--- config.mk ---
export PLATFORM = sky130hd
export DESIGN_NAME = fsm_ctrl_param
export DESIGN_NICKNAME = d
export VERILOG_FILES = /design/src/rtl/fsm_pkg.sv /design/src/rtl/fsm_idle_timer.sv /design/src/rtl/fsm_ctrl_param.sv
export SDC_FILE = /design/constraint.sdc
export NUM_CORES = 1
export LEC_CHECK = 0
export CAP_MARGIN = 20
export CORE_MARGIN = 2
export CORE_UTILIZATION = 41
export CTS_CLUSTER_SIZE = 16
export DETAILED_ROUTE_END_ITERATION = 8
export HOLD_SLACK_MARGIN = 0.15
export PLACE_DENSITY = 0.75
export SYNTH_ARGS = -nofsm -noshare
export SYNTH_HDL_FRONTEND = slang
export SYNTH_SLANG_ARGS = --single-unit
--- constraint.sdc ---
create_clock -name clk -period 1.8 [get_ports clk]
set_clock_uncertainty 0.05 [all_clocks]
set_input_delay 0.36 -clock clk [delete_from_list [all_inputs] [get_ports clk]]
set_output_delay 0.36 -clock clk [all_outputs]
set_load 0.03 [all_outputs]
--- src/rtl/fsm_pkg.sv ---
// Shared state encoding for the parametrised link-layer FIFO controller.
package fsm_pkg;

    localparam int STATE_W = 3;

    typedef enum logic [STATE_W-1:0] {
        ST_RESET  = 3'd0,
        ST_INIT   = 3'd1,
        ST_IDLE   = 3'd2,
        ST_ACTIVE = 3'd3,
        ST_ERROR  = 3'd4
    } state_t;

endpackage

--- src/rtl/fsm_idle_timer.sv ---
// Debounce counter: expires after IDLE_DLY consecutive all-empty cycles.
module fsm_idle_timer #(
    parameter int IDLE_DLY = 3
) (
    input  logic clk,
    input  logic reset_L,
    input  logic clr,
    input  logic all_empty,
    output logic expired
);

    localparam int CNT_W = $clog2(IDLE_DLY) + 1;
    localparam logic [CNT_W-1:0] LAST = CNT_W'(IDLE_DLY - 1);

    logic [CNT_W-1:0] count;

    assign expired = all_empty && (count == LAST);

    // Any non-empty cycle breaks the run; wrapping on expiry keeps count <= IDLE_DLY-1.
    always_ff @(posedge clk or negedge reset_L) begin
        if (!reset_L) begin
            count <= '0;
        end else if (clr || !all_empty || expired) begin
            count <= '0;
        end else begin
            count <= count + CNT_W'(1);
        end
    end

endmodule

--- src/rtl/fsm_ctrl_param.sv ---
// FIFO bank control FSM: RESET -> INIT -> IDLE/ACTIVE with sticky ERROR,
// threshold latching during INIT and debounced return to IDLE.
module fsm_ctrl_param
    import fsm_pkg::*;
#(
    parameter int NUM_FIFOS = 10,
    parameter int UMBRAL_W  = 4,
    parameter int IDLE_DLY  = 3
) (
    input  logic                 clk,
    input  logic                 reset_L,
    input  logic                 init,
    input  logic [NUM_FIFOS-1:0] empties,
    input  logic [NUM_FIFOS-1:0] fifo_err,
    input  logic [UMBRAL_W-1:0]  umbral_interno_L,
    input  logic [UMBRAL_W-1:0]  umbral_interno_H,
    output logic                 INIT_OUT,
    output logic                 IDLE_OUT,
    output logic                 ACTIVE_OUT,
    output logic                 ERROR_OUT,
    output logic                 cfg_err_out,
    output logic [NUM_FIFOS-1:0] error_vec_out,
    output logic [UMBRAL_W-1:0]  umbral_out_L,
    output logic [UMBRAL_W-1:0]  umbral_out_H
);

    state_t                state;
    logic [UMBRAL_W-1:0]   umbral_L;
    logic [UMBRAL_W-1:0]   umbral_H;
    logic [NUM_FIFOS-1:0]  error_vec;
    logic                  all_empty;
    logic                  any_err;
    logic                  cfg_bad;
    logic                  timer_clr;
    logic                  expired;

    assign all_empty = &empties;
    assign any_err   = |fifo_err;
    assign cfg_bad   = umbral_interno_L > umbral_interno_H;
    assign timer_clr = (state != ST_ACTIVE) || init || any_err;

    fsm_idle_timer #(
        .IDLE_DLY (IDLE_DLY)
    ) u_idle_timer (
        .clk       (clk),
        .reset_L   (reset_L),
        .clr       (timer_clr),
        .all_empty (all_empty),
        .expired   (expired)
    );

    // init outranks fifo_err, which outranks empties; ERROR only leaves via init.
    always_ff @(posedge clk or negedge reset_L) begin
        if (!reset_L) begin
            state     <= ST_RESET;
            umbral_L  <= '0;
            umbral_H  <= '0;
            error_vec <= '0;
        end else begin
            if (state == ST_INIT) begin
                umbral_L <= umbral_interno_L;
                umbral_H <= umbral_interno_H;
            end
            if (state != ST_RESET && init) begin
                state     <= ST_INIT;
                error_vec <= '0;
            end else begin
                case (state)
                    ST_RESET: state <= ST_INIT;
                    ST_INIT: begin
                        if (!cfg_bad) state <= ST_IDLE;
                    end
                    ST_IDLE: begin
                        if (any_err) begin
                            state     <= ST_ERROR;
                            error_vec <= error_vec | fifo_err;
                        end else if (!all_empty) begin
                            state <= ST_ACTIVE;
                        end
                    end
                    ST_ACTIVE: begin
                        if (any_err) begin
                            state     <= ST_ERROR;
                            error_vec <= error_vec | fifo_err;
                        end else if (expired) begin
                            state <= ST_IDLE;
                        end
                    end
                    ST_ERROR: error_vec <= error_vec | fifo_err;
                    default:  state <= ST_INIT;
                endcase
            end
        end
    end

    assign INIT_OUT      = (state == ST_INIT);
    assign IDLE_OUT      = (state == ST_IDLE);
    assign ACTIVE_OUT    = (state == ST_ACTIVE);
    assign ERROR_OUT     = (state == ST_ERROR);
    assign cfg_err_out   = INIT_OUT && cfg_bad;
    assign error_vec_out = error_vec;

    // While configuring, the FIFO bank sees the live thresholds.
    assign umbral_out_L = INIT_OUT ? umbral_interno_L : umbral_L;
    assign umbral_out_H = INIT_OUT ? umbral_interno_H : umbral_H;

endmodule

==> results.md <==
* Post-route clock period utilization at 1.14
* CP Max Fanout at 5
* Number of buffers added to fix hold violations after cts at 0
* Final critical-path required period at 2.05 ns
* Post-layout power at 3.61 mW
* Routability Congestion at 0.829
* Slew HR at 0.776
* Arrival @ worst endpoint at 1.64 ns
* Status: finished with violations
* Number of vias in the routed layout at ~1100
* WL final at 3.29 mm
* GR Overflow Total at 0
* Area of the die at about 3400 sq um
* Sinks on Clock Net at 24
* Maximum number of pins on one net before global-route repair at 25
* P per Cell Area at 1720 nW/um^2
* Number of max-capacitance violations reported at 0
* Static Leakage at 1.08 nW
* Vias per Instance at 5.22
* Horiz. Die Dim at slightly below 60 um
* Share of final-layout standard cells stronger than drive strength 1 at 0.385
* Worst setup path startpoint: state[2]
* Startpoint class of the critical path: flip-flop
* Worst reg2reg path depth at 9
* Worst hold slack at 0.344 ns
* Startpoint-to-endpoint class of the critical path: flip-flop to output pin
* Routed length per placed instance at 15.6 um
* Global Route Usage Sum at 0.197
* DRC violations left at 0
* Vias in the first global route at 1145
* Launch point of the worst hold path: fifo_err[7]
* Starting DRC count in detailed routing at 11
* IO Port Bufs at 53
* Number of synthesized register bits at 24
* Setup crit end kind: output pin
* Count of nets left with antenna violations after detail routing at 0
* Worst min-delay path class: input port to flip-flop
* Mean instance size in the synthesized netlist at 11.2 sq um
* Initial antenna violation count at 0
* Clock tree buffer depth at 2
* Number of cells on the worst hold path at 3
* Hold Violations, Final at 0
* Fraction of registers with async set or reset after synthesis at 1.00
* Unrepaired setup endpoints after global routing: yes
* Net count reported at finish at 217
* Insertion delay to the later sink of the worst-skew pair at 0.32 ns
* Net count after synthesis at about 150
* Clock slew at the register clock pins of the worst setup and hold paths at 0.15 ns
* Setup Slack @ Placement at -0.467 ns
* Maximum VDD drop at 1.78 mV
* Die height at between 50 and 60 um
* Std cell rows at 19
* Synth cell count leaders: dfrtp_1 (24), nor2_1 (16), a21oi_1 (12)
* Count of TritonRoute iterations in the first routing pass at 6
* Count leader, synth: dfrtp_1
* Num CTS Buffers at 3
* Achievable frequency at 488 MHz
* Depth of the CTS H-tree at 1
* Number of warning messages in the yosys log at 0
* Clock Root Buffer: clkbuf_4
* Slew @ Worst Pin at 0.336 ns
* Antenna cell count at 0
* Mapped Area at 1210 sq um
* Final core area utilization at 0.753
* Proportion of netlist area held by the largest area contributor at 0.496
* Count of endpoints failing setup in the final report at 17
* Cells after Synth at around 110
* Worst R2R Start: state[2]
* Share of the yosys chip area belonging to registers at 0.496
* Required time worst endpoint at 1.39 ns
* Wire length of the first global-routing pass at between 5 and 6 mm
* Number of different library cells in the post-synthesis netlist at 30
* Violations in the final reports: setup timing
* Total of fill cells in the finished design at 201
* Number of enable-type register cells in the synthesized netlist at 0
* Post-layout worst setup margin at -0.248 ns
* Placeable core region at 2780 sq um
* Starting density of the core at 0.435
* Cell taking the most area after synthesis: dfrtp_1
* TritonCTS clock tree: yes
* Final number of max-transition violations at 0
* Most used flip-flop cell after synthesis: dfrtp_1
* Synthesis-to-layout area growth at 73.2%
* Detailed placer's ending HPWL at 2.28 mm
* Main area contributors after synthesis: dfrtp_1 (50%), mux2_2 (7.4%), ha_1 (6.2%)
* Count of boundary I/O pins at 54
[layer usage]
metal | global-route usage | wire [um] | vias to the layer above
met5 | 0 | 0 | -
met4 | 0.0963 | 59 | 0
met1 | 0.238 | 1290 | 547
li1 | - | - | 519
met3 | 0.0264 | 108 | 6
met2 | 0.343 | 1830 | 24
[power breakdown]
| group | switching, mW | internal (mW) | leakage [nW] |
|---|---|---|---|
| Combinational | 1.26 | 1.07 | 0.743 |
| Clock | 0.176 | 0.225 | 0.0279 |
| Sequential | 0.119 | 0.765 | 0.306 |
| Total | 1.56 | 2.06 | 1.08 |
[final cells by class]
type,count,area [sq um],area share
Multi-Input combinational cell,74,701,0.334
Timing Repair Buffer,69,673,0.321
Sequential cell,24,601,0.287
Tap cell,31,38.8,0.0185
Clock inverter,1,30.0,0.0143
Inverter,8,30.0,0.0143
Clock buffer,3,22.5,0.0107
[path summary, 6_finish.rpt]
check                      slack [ns]                    end
hold reg to reg                  0.42  u_idle_timer.count[0]
setup / recovery                -0.25               IDLE_OUT
hold / removal                   0.34       error_vec_out[7]
min in group asynchronous        0.35       error_vec_out[8]
setup reg to reg                -0.17               state[1]
max in group asynchronous        1.11               state[1]
[critical path, cell delays in order (launching register included)]
cell	delay (ns)
dfrtp_1	0.43
buf_4	0.14
buf_6	0.10
buf_6	0.11
and2b_4	0.27
and2_4	0.14
buf_6	0.12
[cell families after synthesis]
family | count (synthesis) | share of synthesized area
flops | 24 | 0.496
compound gates | 17 | 0.0889
fa+ha+maj | 6 | 0.0620
simple gates | 38 | 0.205
mux | 11 | 0.0993
buf+inv | 11 | 0.0414
xor+xnor | 1 | 0.00724
[layout by cell type, fill, tap and decap left out, types with 6 or more instances in the layout]
cell type and instances:
buf_6 14, buf_4 15, inv_1 6, a21oi_2 10, dlygate4sd2_1 12, dfrtp_1 24
clkdlybuf4s50_1 21, nor2_1 16, dlymetal6s2s_1 7
[repair_timing]
action / 4_1_cts / 5_1_grt
gates resized for setup: 79 / 29
pin swaps: 4 / 4
buffers inserted: 3 / 3
cloned: 0 / 1
endpoints found under the setup margin: 18 / 33
[state kept, by name, summed over array words and instances (netlist names)]
register            count
error_vec_out          10
umbral_H                4
umbral_L                4
state                   3
u_idle_timer.count      3
[through the flow]
step           area (sq um)  TNS [ns]  instances
2_1_floorplan          1210         0        108
3_3_place_gp           1820     -6.75        199
3_5_place_dp           1820     -7.55        199
4_1_cts                1940     -2.31        206
5_1_grt                2100     -4.12        210
6_report               2100     -2.82        210
Note: power is estimated with default switching activity, not from simulation.
